<file path="config.mk">
export PLATFORM = sky130hd
export DESIGN_NAME = mips_multicycle_control
export DESIGN_NICKNAME = d
export VERILOG_FILES = /design/src/rtl/mips_multicycle_control_pkg.sv /design/src/rtl/mips_multicycle_control_mem_timeout.sv /design/src/rtl/mips_multicycle_control.sv
export SDC_FILE = /design/constraint.sdc
export NUM_CORES = 1
export LEC_CHECK = 0
export ABC_CLOCK_PERIOD_IN_PS = 4000
export BUFFER_PORTS_ARGS = -buffer_cell sky130_fd_sc_hd__buf_2
export CAP_MARGIN = 20
export CELL_PAD_IN_SITES_DETAIL_PLACEMENT = 0
export CELL_PAD_IN_SITES_GLOBAL_PLACEMENT = 2
export CORE_MARGIN = 2
export CORE_UTILIZATION = 34
export CTS_CLUSTER_SIZE = 14
export DETAILED_ROUTE_END_ITERATION = 7
export HOLD_SLACK_MARGIN = 0.06
export PLACE_DENSITY_LB_ADDON = 0.1
export SYNTH_ARGS = -nofsm -noshare
export SYNTH_HDL_FRONTEND = slang
export SYNTH_SLANG_ARGS = --single-unit
</file>
<file path="constraint.sdc">
create_clock -name clk -period 4 [get_ports clk]
set_clock_uncertainty 0.15 [all_clocks]
set_input_delay 0.8 -clock clk [delete_from_list [all_inputs] [get_ports clk]]
set_output_delay 0.8 -clock clk [all_outputs]
set_load 0.02 [all_outputs]
</file>
<file path="src/rtl/mips_multicycle_control_pkg.sv">
// Shared definitions for the multi-cycle MIPS control unit: opcode and funct
// constants, ALU operation classes, datapath mux encodings, trap causes and
// the controller state enum.
package mips_multicycle_control_pkg;

    // Opcodes (instruction bits [31:26])
    localparam logic [5:0] OP_RTYPE = 6'h00;
    localparam logic [5:0] OP_J     = 6'h02;
    localparam logic [5:0] OP_JAL   = 6'h03;
    localparam logic [5:0] OP_BEQ   = 6'h04;
    localparam logic [5:0] OP_BNE   = 6'h05;
    localparam logic [5:0] OP_ADDI  = 6'h08;
    localparam logic [5:0] OP_ANDI  = 6'h0C;
    localparam logic [5:0] OP_ORI   = 6'h0D;
    localparam logic [5:0] OP_LUI   = 6'h0F;
    localparam logic [5:0] OP_LW    = 6'h23;
    localparam logic [5:0] OP_SW    = 6'h2B;

    // R-type funct codes that need their own path
    localparam logic [5:0] FN_SLL   = 6'h00;
    localparam logic [5:0] FN_SRL   = 6'h02;
    localparam logic [5:0] FN_JR    = 6'h08;

    typedef enum logic [2:0] {
        ALU_ADD   = 3'd0,
        ALU_SUB   = 3'd1,
        ALU_FUNCT = 3'd2,
        ALU_OR    = 3'd3,
        ALU_AND   = 3'd4,
        ALU_LUI   = 3'd5
    } alu_op_e;

    localparam logic [1:0] PC_SRC_ALU    = 2'd0;
    localparam logic [1:0] PC_SRC_ALUOUT = 2'd1;
    localparam logic [1:0] PC_SRC_JUMP   = 2'd2;
    localparam logic [1:0] PC_SRC_RS     = 2'd3;

    localparam logic [1:0] REG_DST_RT    = 2'd0;
    localparam logic [1:0] REG_DST_RD    = 2'd1;
    localparam logic [1:0] REG_DST_RA    = 2'd2;

    localparam logic [1:0] WB_ALUOUT     = 2'd0;
    localparam logic [1:0] WB_MDR        = 2'd1;
    localparam logic [1:0] WB_PC         = 2'd2;

    localparam logic [1:0] SRCA_PC       = 2'd0;
    localparam logic [1:0] SRCA_RS       = 2'd1;
    localparam logic [1:0] SRCA_SHAMT    = 2'd2;

    localparam logic [1:0] SRCB_RT       = 2'd0;
    localparam logic [1:0] SRCB_FOUR     = 2'd1;
    localparam logic [1:0] SRCB_IMM      = 2'd2;
    localparam logic [1:0] SRCB_IMM_SH2  = 2'd3;

    typedef enum logic [1:0] {
        CAUSE_NONE        = 2'd0,
        CAUSE_ILLEGAL     = 2'd1,
        CAUSE_MEM_TIMEOUT = 2'd2
    } trap_cause_e;

    typedef enum logic [3:0] {
        S_FETCH, S_DECODE, S_EXEC_R, S_SHIFT, S_EXEC_I, S_MEM_ADDR,
        S_MEM_RD, S_MEM_WR, S_WB_R, S_WB_I, S_WB_MEM, S_BRANCH,
        S_JUMP, S_JR, S_JAL, S_TRAP
    } state_e;

    // ALU class for the immediate-arithmetic group
    function automatic alu_op_e imm_alu_op(input logic [5:0] op);
        case (op)
            OP_ANDI: imm_alu_op = ALU_AND;
            OP_ORI:  imm_alu_op = ALU_OR;
            OP_LUI:  imm_alu_op = ALU_LUI;
            default: imm_alu_op = ALU_ADD;
        endcase
    endfunction

endpackage

</file>
<file path="src/rtl/mips_multicycle_control_mem_timeout.sv">
// Memory wait-state watchdog.
// Ports:
//   clk, rst_n  : clock and asynchronous active-low reset
//   i_req       : a memory request is outstanding this cycle
//   i_ready     : memory completes the request this cycle
//   o_clear     : the counter restarts (no request, or request completed)
//   o_expire    : this is the last cycle the request may still be waiting;
//                 the caller traps if it is not also a clear cycle
module mips_mem_timeout #(
    parameter int MEM_TIMEOUT = 15
) (
    input  logic clk,
    input  logic rst_n,
    input  logic i_req,
    input  logic i_ready,
    output logic o_clear,
    output logic o_expire
);

    logic [7:0] r_count;

    assign o_clear  = !i_req || i_ready;
    assign o_expire = i_req && (r_count == 8'(MEM_TIMEOUT - 1));

    // Holds at the limit; the controller leaves the memory state on expiry,
    // which drops i_req and clears the count on the following cycle.
    always_ff @(posedge clk or negedge rst_n) begin
        if (!rst_n) begin
            r_count <= '0;
        end else if (o_clear) begin
            r_count <= '0;
        end else if (!o_expire) begin
            r_count <= r_count + 8'd1;
        end
    end

endmodule

</file>
<file path="src/rtl/mips_multicycle_control.sv">
// Multi-cycle control FSM for a MIPS core with a shared variable-latency
// instruction/data memory.
// Ports:
//   clk, reset          : clock, asynchronous active-low reset
//   op, funct, zero     : instruction fields from the IR and the ALU zero flag
//   mem_ready           : memory completes the current request
//   mem_req, mem_we,
//   i_or_d              : memory handshake and address select
//   ir_write, pc_write,
//   pc_src, reg_write,
//   reg_dst, mem_to_reg,
//   alu_src_a/b, alu_op : datapath enables, mux selects and ALU class
//   trap, trap_cause    : sticky fault flag and its cause
//   instr_count         : retired-instruction counter (wraps)
import mips_multicycle_control_pkg::*;

module mips_multicycle_control #(
    parameter int MEM_TIMEOUT = 15,
    parameter int CNT_W       = 32
) (
    input  logic             clk,
    input  logic             reset,
    input  logic [5:0]       op,
    input  logic [5:0]       funct,
    input  logic             zero,
    input  logic             mem_ready,
    output logic             mem_req,
    output logic             mem_we,
    output logic             i_or_d,
    output logic             ir_write,
    output logic             pc_write,
    output logic [1:0]       pc_src,
    output logic             reg_write,
    output logic [1:0]       reg_dst,
    output logic [1:0]       mem_to_reg,
    output logic [1:0]       alu_src_a,
    output logic [1:0]       alu_src_b,
    output logic [2:0]       alu_op,
    output logic             trap,
    output logic [1:0]       trap_cause,
    output logic [CNT_W-1:0] instr_count
);

    state_e           r_state, w_next_state;
    logic             r_trap;
    trap_cause_e      r_trap_cause, w_cause;
    logic [CNT_W-1:0] r_instr_count;
    logic             w_retire, w_set_trap;
    logic             w_mem_req, w_mem_we, w_ir_write, w_pc_write, w_reg_write;
    logic             w_tmo_clear, w_tmo_expire, w_timeout;

    // Enables are masked by reset so a request in flight drops the moment
    // reset asserts, not at the next clock edge.
    assign mem_req   = w_mem_req   & reset;
    assign mem_we    = w_mem_we    & reset;
    assign ir_write  = w_ir_write  & reset;
    assign pc_write  = w_pc_write  & reset;
    assign reg_write = w_reg_write & reset;

    assign trap        = r_trap;
    assign trap_cause  = r_trap_cause;
    assign instr_count = r_instr_count;

    mips_mem_timeout #(
        .MEM_TIMEOUT (MEM_TIMEOUT)
    ) u_mem_timeout (
        .clk      (clk),
        .rst_n    (reset),
        .i_req    (mem_req),
        .i_ready  (mem_ready),
        .o_clear  (w_tmo_clear),
        .o_expire (w_tmo_expire)
    );

    // Ready on the limit cycle is a clear cycle, so it wins over expiry.
    assign w_timeout = w_tmo_expire && !w_tmo_clear;

    always_ff @(posedge clk or negedge reset) begin
        if (!reset) begin
            r_state       <= S_FETCH;
            r_trap        <= 1'b0;
            r_trap_cause  <= CAUSE_NONE;
            r_instr_count <= '0;
        end else begin
            r_state <= w_next_state;
            if (w_set_trap) begin
                r_trap       <= 1'b1;
                r_trap_cause <= w_cause;
            end
            if (w_retire) begin
                r_instr_count <= r_instr_count + CNT_W'(1);
            end
        end
    end

    always_comb begin
        w_next_state = r_state;
        w_retire     = 1'b0;
        w_set_trap   = 1'b0;
        w_cause      = CAUSE_NONE;
        w_mem_req    = 1'b0;
        w_mem_we     = 1'b0;
        w_ir_write   = 1'b0;
        w_pc_write   = 1'b0;
        w_reg_write  = 1'b0;
        i_or_d       = 1'b0;
        pc_src       = PC_SRC_ALU;
        reg_dst      = REG_DST_RT;
        mem_to_reg   = WB_ALUOUT;
        alu_src_a    = SRCA_PC;
        alu_src_b    = SRCB_RT;
        alu_op       = ALU_ADD;

        unique case (r_state)
            S_FETCH: begin
                w_mem_req = 1'b1;
                alu_src_b = SRCB_FOUR;
                if (mem_ready) begin
                    w_ir_write   = 1'b1;
                    w_pc_write   = 1'b1;
                    w_next_state = S_DECODE;
                end else if (w_timeout) begin
                    w_set_trap   = 1'b1;
                    w_cause      = CAUSE_MEM_TIMEOUT;
                    w_next_state = S_TRAP;
                end
            end
            S_DECODE: begin
                // Speculatively form the branch target into ALUOut
                alu_src_b = SRCB_IMM_SH2;
                if (op == OP_RTYPE) begin
                    if (funct == FN_JR)
                        w_next_state = S_JR;
                    else if (funct == FN_SLL || funct == FN_SRL)
                        w_next_state = S_SHIFT;
                    else
                        w_next_state = S_EXEC_R;
                end else begin
                    case (op)
                        OP_ADDI, OP_ANDI, OP_ORI, OP_LUI: w_next_state = S_EXEC_I;
                        OP_LW, OP_SW:                     w_next_state = S_MEM_ADDR;
                        OP_BEQ, OP_BNE:                   w_next_state = S_BRANCH;
                        OP_J:                             w_next_state = S_JUMP;
                        OP_JAL:                           w_next_state = S_JAL;
                        default: begin
                            w_set_trap   = 1'b1;
                            w_cause      = CAUSE_ILLEGAL;
                            w_next_state = S_TRAP;
                        end
                    endcase
                end
            end
            S_EXEC_R, S_SHIFT: begin
                alu_src_a    = (r_state == S_SHIFT) ? SRCA_SHAMT : SRCA_RS;
                alu_op       = ALU_FUNCT;
                w_next_state = S_WB_R;
            end
            S_EXEC_I: begin
                alu_src_a    = SRCA_RS;
                alu_src_b    = SRCB_IMM;
                alu_op       = imm_alu_op(op);
                w_next_state = S_WB_I;
            end
            S_MEM_ADDR: begin
                alu_src_a    = SRCA_RS;
                alu_src_b    = SRCB_IMM;
                w_next_state = (op == OP_SW) ? S_MEM_WR : S_MEM_RD;
            end
            S_MEM_RD, S_MEM_WR: begin
                w_mem_req = 1'b1;
                w_mem_we  = (r_state == S_MEM_WR);
                i_or_d    = 1'b1;
                if (mem_ready) begin
                    // A store has nothing to write back and retires here
                    w_retire     = (r_state == S_MEM_WR);
                    w_next_state = (r_state == S_MEM_WR) ? S_FETCH : S_WB_MEM;
                end else if (w_timeout) begin
                    w_set_trap   = 1'b1;
                    w_cause      = CAUSE_MEM_TIMEOUT;
                    w_next_state = S_TRAP;
                end
            end
            S_WB_R, S_WB_I, S_WB_MEM: begin
                w_reg_write  = 1'b1;
                reg_dst      = (r_state == S_WB_R)   ? REG_DST_RD : REG_DST_RT;
                mem_to_reg   = (r_state == S_WB_MEM) ? WB_MDR     : WB_ALUOUT;
                w_retire     = 1'b1;
                w_next_state = S_FETCH;
            end
            S_BRANCH: begin
                alu_src_a    = SRCA_RS;
                alu_op       = ALU_SUB;
                pc_src       = PC_SRC_ALUOUT;
                w_pc_write   = (op == OP_BEQ) ? zero : !zero;
                w_retire     = 1'b1;
                w_next_state = S_FETCH;
            end
            S_JUMP, S_JR: begin
                w_pc_write   = 1'b1;
                pc_src       = (r_state == S_JR) ? PC_SRC_RS : PC_SRC_JUMP;
                w_retire     = 1'b1;
                w_next_state = S_FETCH;
            end
            S_JAL: begin
                // The register file captures PC (already PC+4) on the same
                // edge that loads the jump target.
                w_pc_write   = 1'b1;
                pc_src       = PC_SRC_JUMP;
                w_reg_write  = 1'b1;
                reg_dst      = REG_DST_RA;
                mem_to_reg   = WB_PC;
                w_retire     = 1'b1;
                w_next_state = S_FETCH;
            end
            S_TRAP: begin
                w_next_state = S_TRAP;
            end
            default: begin
                w_next_state = S_FETCH;
            end
        endcase
    end

endmodule
</file>
==> impl_metrics.csv, run 1 <==
group,metric,value,unit
status,status,"finished clean",
setup_path,slowest_stage,"dfrtp_1",
timing,rsz0062_at_grt,"no",
setup_path,cp.required,3.05,ns
grt,grt_max_degree,47,
detailed_routing,drt-total-wl,6570,um
run,cap_violations,0,
floorplanning,core_area,7810,sq um
power_and_ir_drop,vdd.ir_drop.worst,0.158,mV
setup_path,crit_type,"reg -> out",
place,dp_cells,454,
detailed_routing,avgRoutedWirePerCell,14.2,um
clock_network,ctsResizeCount,0,
min_path,hold_path_class,"in -> async",
timing,relSlewSlack,58.6,%
clock_network,clk_latency,0.30,ns
synthesis,yosysTopAreaCell,"dfrtp_1",
timing,finalSetupTns,0,ns
setup_path,worst-path-stages,5,
final_layout,nNetsFinal,378,
final_layout,area_growth,18.5,%
setup_path,r2r-end,"instr_count[31]",
power_and_ir_drop,power_density,460,nW/um^2
detailed_routing,ant_nets,0,
final_layout,layout-drive-gt1-share,25.6,%
synthesis,synth_warnings,0,
final_layout,finalNonFillerCells,462,
setup_path,slowest_delay,0.74,ns
floorplanning,dieHeight,94.1,um
synthesis,ys_ff_latch,47,
clock_network,cts_buffer_depth,2,
setup_path,arrival,2.14,ns
clock_network,cts_setup_buffers,0,
place,dpl.hpwl,4870,um
final_layout,antenna_cells,0,
setup_path,rrSetupSlack,1.62,ns
setup_path,cpLargestDelayFamily,"flip-flops",
setup_path,cp-startpoint,"r_state[3]",
floorplanning,fp-row-count,32,
synthesis,syn_avg_cell_area,9.32,sq um
timing,setup_slack,0.908,ns
timing,period_share,77.3,%
setup_path,timing.critical_path.buf_inv,2,
timing,finalHoldViolCount,0,
detailed_routing,vias_per_cell,5.12,
synthesis,netlist_area,2760,sq um
clock_network,cts_tree,"yes",
setup_path,endpoint,"pc_write",
synthesis,ys_types,51,
synthesis,yosys-top-cells-area,"dfrtp_1, xnor2_1, xor2_1",
clock_network,clkSinkCount,47,
synthesis,seq_area_frac_synth,42.6,%
power_and_ir_drop,leakage,0.00158,uW
setup_path,critPathLaunchType,"flip-flop",
clock_network,htreeDepth,2,
grt,antenna_found_initial,0,
synthesis,synth_top_area_share,42.6,%
grt,track_usage,15.4,%
clock_network,hold_buffers,0,
setup_path,end_kind,"primary output",
setup_path,r2r_start,"r_state[3]",
floorplanning,pin_count,70,
clock_network,cts-root-buf,"clkbuf_8",
floorplanning,start_util,35.3,%
timing,clock.fmax,0.323,GHz
detailed_routing,drc,0,
detailed_routing,route.vias.total,2367,
grt,grt_pass1_wl,11000,um
final_layout,nFillCells,844,
setup_path,crit_path_cell_trace,"inv_1, or3_1, nor2_1, o31a_1, buf_2",
timing,period_needed,3.09,ns
place,place.gp.congestion,0.786,
timing,worst_pin_slew,0.622,ns
detailed_routing,drt-initial-drc-count,118,
synthesis,synthCells,296,
setup_path,cp_max_fo,21,
grt,grt_pass1_vias,2240,
floorplanning,die-area,8850,sq um
grt,gr-total-overflow,0,
timing,setup_viol,0,
final_layout,fin_util,41.9,%
place,pre_cts_slack,1.05,ns
synthesis,synth_nets,315,
setup_path,reg2reg_depth,5,
place,portBuffers,69,
floorplanning,die_w,94.1,um
clock_network,cts_buffers,5,
detailed_routing,dr.pass1.iters,4,
clock_network,clk_pin_slew,0.09,ns
timing,slew_viol_final,0,
per-stage QoR:
stage,area (sq um),total power [uW],hold slack (ns)
2_1_floorplan,2760,1050,0.347
3_3_place_gp,3180,1230,0.317
3_5_place_dp,3180,1230,0.323
4_1_cts,3270,1530,0.176
5_1_grt,3270,1630,0.172
6_report,3270,1500,0.182
cells in the mapped netlist, drive strengths merged:
master	number
mux2	2
o21a	1
and4b	1
nor4	4
or3	2
a31oi	2
o2111ai	3
nor3	11
ha	3
a21boi	1
and2	5
nand3	20
nand2b	6
a221oi	1
o32a	1
a21o	3
a21oi	8
and4	5
nand2	29
o211ai	3
buf	4
a41oi	1
and3	5
o22ai	1
o21ai	7
xor2	13
inv	10
dfrtp	47
clkbuf	11
a211oi	2
xnor2	27
nor4b	1
nor2	30
mux2i	1
or4	1
nor3b	2
o31a	2
o2bb2ai	1
nand4b	3
nor2b	2
nand4	14
placed cells by master (no fill, tap or decap), types with 6 or more instances in the layout:
cell      instances
xor2_1           13
nand2_1          29
nand4_1          10
inv_1            10
nor3_1           11
nor2_1           30
buf_2            69
nand3_1          20
xnor2_1          26
o21ai_0           6
nand2b_1          6
a21oi_1           8
dfrtp_1          47
final cells by class:
type	count	area (sq um)	share of cell area [%]
Timing Repair Buffer	71	360	11.0
Clock inverter	3	18.8	0.574
Clock buffer	5	68.8	2.11
Tap cell	102	128	3.91
Inverter	10	37.5	1.15
Sequential cell	47	1180	36.0
Multi-Input combinational cell	224	1480	45.3
per-layer routing:
metal | share of wire [%] | GRT usage, %
met1 | 48 | 21.5
met2 | 47 | 24.8
met3 | 3.7 | 2.57
met4 | 0.87 | 3.99
met5 | 0 | 0
how the worst min path moves through the flow:
stage                          end           from  slack (ns)  depth (start not counted)
floorplan           instr_count[0]          reset        0.35                          0
global placement     trap_cause[1]  trap_cause[1]        0.32                          1
detailed placement            trap           trap        0.32                          2
CTS                     r_state[0]          reset        0.18                          1
global route            r_state[0]          reset        0.17                          1
finish                  r_state[0]          reset        0.18                          1
worst register-to-register path, cell delays in order, from the launching register on:
cell	delay, ns
dfrtp_1	0.74
and4_1	0.36
o2bb2ai_4	0.16
nand4_4	0.16
or4_4	0.56
xnor2_2	0.14
report_power, final:
group	total, uW	internal, uW	leakage [uW]	switching (uW)
registers	678	530	0.000617	148
logic	540	209	0.000918	332
clock network	286	123	0.0000483	163
total	1500	862	0.00158	643
sequential cells by signal, indices dropped and copies added, names as in the netlist:
signal / flops
u_mem_timeout.r_count: 8
r_state: 4
instr_count: 32
trap_cause: 2
trap: 1
cell families (layout without fill, tap and decap cells):
kind of cell	Yosys count	in the layout	share of synthesized area [%]
simple gates	141	141	28.4
flops	47	47	42.6
xor+xnor	40	40	13.0
compound gates	37	37	9.71
buf+inv	25	89	3.76
fa+ha+maj	3	3	1.36
mux	3	3	1.18
Power figures use the tool's default switching activity.
==> inputs of run 2 (changes only) <==
--- a/config.mk
+++ b/config.mk
@@ -5,13 +5,13 @@
 export SDC_FILE = /design/constraint.sdc
 export NUM_CORES = 1
 export LEC_CHECK = 0
-export ABC_CLOCK_PERIOD_IN_PS = 4000
+export ABC_CLOCK_PERIOD_IN_PS = 2900
 export BUFFER_PORTS_ARGS = -buffer_cell sky130_fd_sc_hd__buf_2
 export CAP_MARGIN = 20
 export CELL_PAD_IN_SITES_DETAIL_PLACEMENT = 0
 export CELL_PAD_IN_SITES_GLOBAL_PLACEMENT = 2
 export CORE_MARGIN = 2
-export CORE_UTILIZATION = 34
+export CORE_UTILIZATION = 32
 export CTS_CLUSTER_SIZE = 14
 export DETAILED_ROUTE_END_ITERATION = 7
 export HOLD_SLACK_MARGIN = 0.06
==> constraint.sdc (replaced) <==
create_clock -name clk -period 2.9 [get_ports clk]
set_clock_uncertainty 0.15 [all_clocks]
set_input_delay 0.58 -clock clk [delete_from_list [all_inputs] [get_ports clk]]
set_output_delay 0.58 -clock clk [all_outputs]
set_load 0.02 [all_outputs]
==> run 2 against run 1 <==
Net effect:
- routed wire length is 2.9% higher
- die area grew 6.0%
- hold slack improved by 0.15 ns
- cell count up 2.2%
- worst setup slack lost 0.66 ns
==> impl_metrics.csv, run 2 (synthesis results as in run 1) <==
group,metric,value,unit
clock_network,clkSinkCount,47,
final_layout,nNetsFinal,385,
final_layout,largest_register_ffs,32,
final_layout,layout_common_cells,"buf_2, dfrtp_1, nor2_1",
min_path,hold_path_class,"reg -> reg",
power_and_ir_drop,seqPwrFrac,40.1,%
timing,finalHoldViolCount,0,
final_layout,nFillCells,840,
grt,gr-total-overflow,0,
power_and_ir_drop,p_sw,895,uW
setup_path,critPathLaunchType,"flip-flop",
power_and_ir_drop,power_frac_comb,39.9,%
place,post_dp_cell_area,3230,sq um
setup_path,end_kind,"primary output",
floorplanning,dieHeight,96.9,um
place,portBuffers,69,
place,place.gp.congestion,0.798,
clock_network,clk_pin_slew,0.09,ns
clock_network,htreeDepth,2,
clock_network,cts_tree,"yes",
grt,grt_pass1_wl,11400,um
setup_path,cpLargestDelayFamily,"simple AND/OR/NAND/NOR gates",
detailed_routing,vias_per_cell,5.01,
clock_network,cts-root-buf,"clkbuf_8",
timing,setup_viol,0,
clock_network,cts_buffers,5,
grt,track_usage,14.8,%
detailed_routing,drt-total-wl,6760,um
setup_path,cp.required,2.17,ns
power_and_ir_drop,power_density,652,nW/um^2
setup_path,slowest_stage,"dfrtp_1",
setup_path,crit_path_cell_trace,"inv_1, or3_1, nor2_1, o31a_1, buf_2",
timing,worst_pin_slew,0.548,ns
power_and_ir_drop,vdd.ir_drop.worst,0.215,mV
clock_network,clk_latency,0.30,ns
power_and_ir_drop,p_int,1280,uW
setup_path,cp_max_fo,13,
floorplanning,core_area,8300,sq um
clock_network,cts_buffer_depth,2,
grt,antenna_found_initial,0,
timing,clock.fmax,0.377,GHz
place,dpl.hpwl,5030,um
final_layout,layout-drive-gt1-share,26.7,%
final_layout,multi_input_area,1480,sq um
final_layout,mostFrequentLayoutCell,"buf_2",
power_and_ir_drop,leakage,0.00162,uW
final_layout,antenna_cells,0,
detailed_routing,avgRoutedWirePerCell,14.3,um
grt,grt_max_degree,44,
detailed_routing,ant_nets,0,
status,status,"finished clean",
setup_path,slowest_delay,0.58,ns
power_and_ir_drop,swShare,41.1,%
final_layout,fin_util,40.3,%
final_layout,fin_area,3340,sq um
timing,relSlewSlack,63.4,%
final_layout,seq_area,1180,sq um
run,cap_violations,0,
floorplanning,start_util,33.2,%
floorplanning,die_w,96.9,um
timing,period_needed,2.65,ns
detailed_routing,drc,0,
final_layout,area_growth,21.2,%
setup_path,arrival,1.92,ns
detailed_routing,dr.pass1.iters,4,
floorplanning,die-area,9380,sq um
floorplanning,pin_count,70,
setup_path,crit_type,"reg -> out",
detailed_routing,route.vias.total,2367,
grt,grt_pass1_vias,2210,
timing,period_share,91.5,%
timing,rsz0062_at_grt,"no",
power_and_ir_drop,clkPwrFrac,20.0,%
timing,slew_viol_final,0,
setup_path,timing.critical_path.buf_inv,2,
detailed_routing,drt-initial-drc-count,134,
floorplanning,fp-row-count,33,
timing,finalSetupTns,0,ns
[run 2: path summary, 6_finish.rpt]
| kind | start | endpoint | slack, ns | cells after the start |
|---|---|---|---|---|
| max | r_state[3] | pc_write | 0.25 | 5 |
| min | trap | trap | 0.33 | 2 |
| max reg2reg | r_state[3] | instr_count[31] | 0.54 | 6 |
| min reg2reg | trap | trap | 0.33 | 2 |
| max in group asynchronous | reset | trap_cause[1] | 1.24 | 3 |
| min in group asynchronous | reset | r_state[3] | 0.52 | 2 |
[run 2: worst min-delay path: cells and delay by family (launching register included)]
family / cells / cell delay (ns)
AND/OR/NAND/NOR: 2 / 0.11
flip-flops: 1 / 0.35
[run 2: power groups by stage]
stage          clock, uW  sequential (uW)  combinational [uW]
6_report             436              874                 869
5_1_grt              487              894                 950
4_1_cts              459              874                 875
3_5_place_dp           0              889                 870
3_3_place_gp           0              890                 875
2_1_floorplan          0              888                 560
[run 2: per-layer routing]
metal / vias to the layer above / track usage [%] / share of wire [%]
met5: - / 0 / 0
met3: 2 / 4.12 / 4.4
met4: 0 / 2.60 / 0.44
met2: 51 / 22.2 / 46
li1: 1177 / - / -
met1: 1137 / 21.6 / 50
[run 2: per-stage QoR]
stage / std cells / power [uW] / setup WS [ns] / hold WS, ns
after floorplan: 296 / 1450 / 0.462 / 0.134
after global placement: 463 / 1770 / 0.411 / 0.317
after detailed placement: 463 / 1760 / 0.384 / 0.309
after CTS: 472 / 2210 / 0.242 / 0.335
after global routing: 472 / 2330 / 0.139 / 0.369
final: 472 / 2180 / 0.248 / 0.330
[run 2: timing repair]
action                    CTS  global route
hold endpoints to repair    4             0
gates resized for setup     0             0
hold buffers                1             0
setup buffers               0             0
[run 2: layout make-up]
type / instances / area share, %
Clock inverter: 1 / 0.225
Clock buffer: 7 / 2.88
Multi-Input combinational cell: 224 / 44.2
Timing Repair Buffer: 78 / 12.4
Tap cell: 105 / 3.93
Inverter: 10 / 1.12
Sequential cell: 47 / 35.2
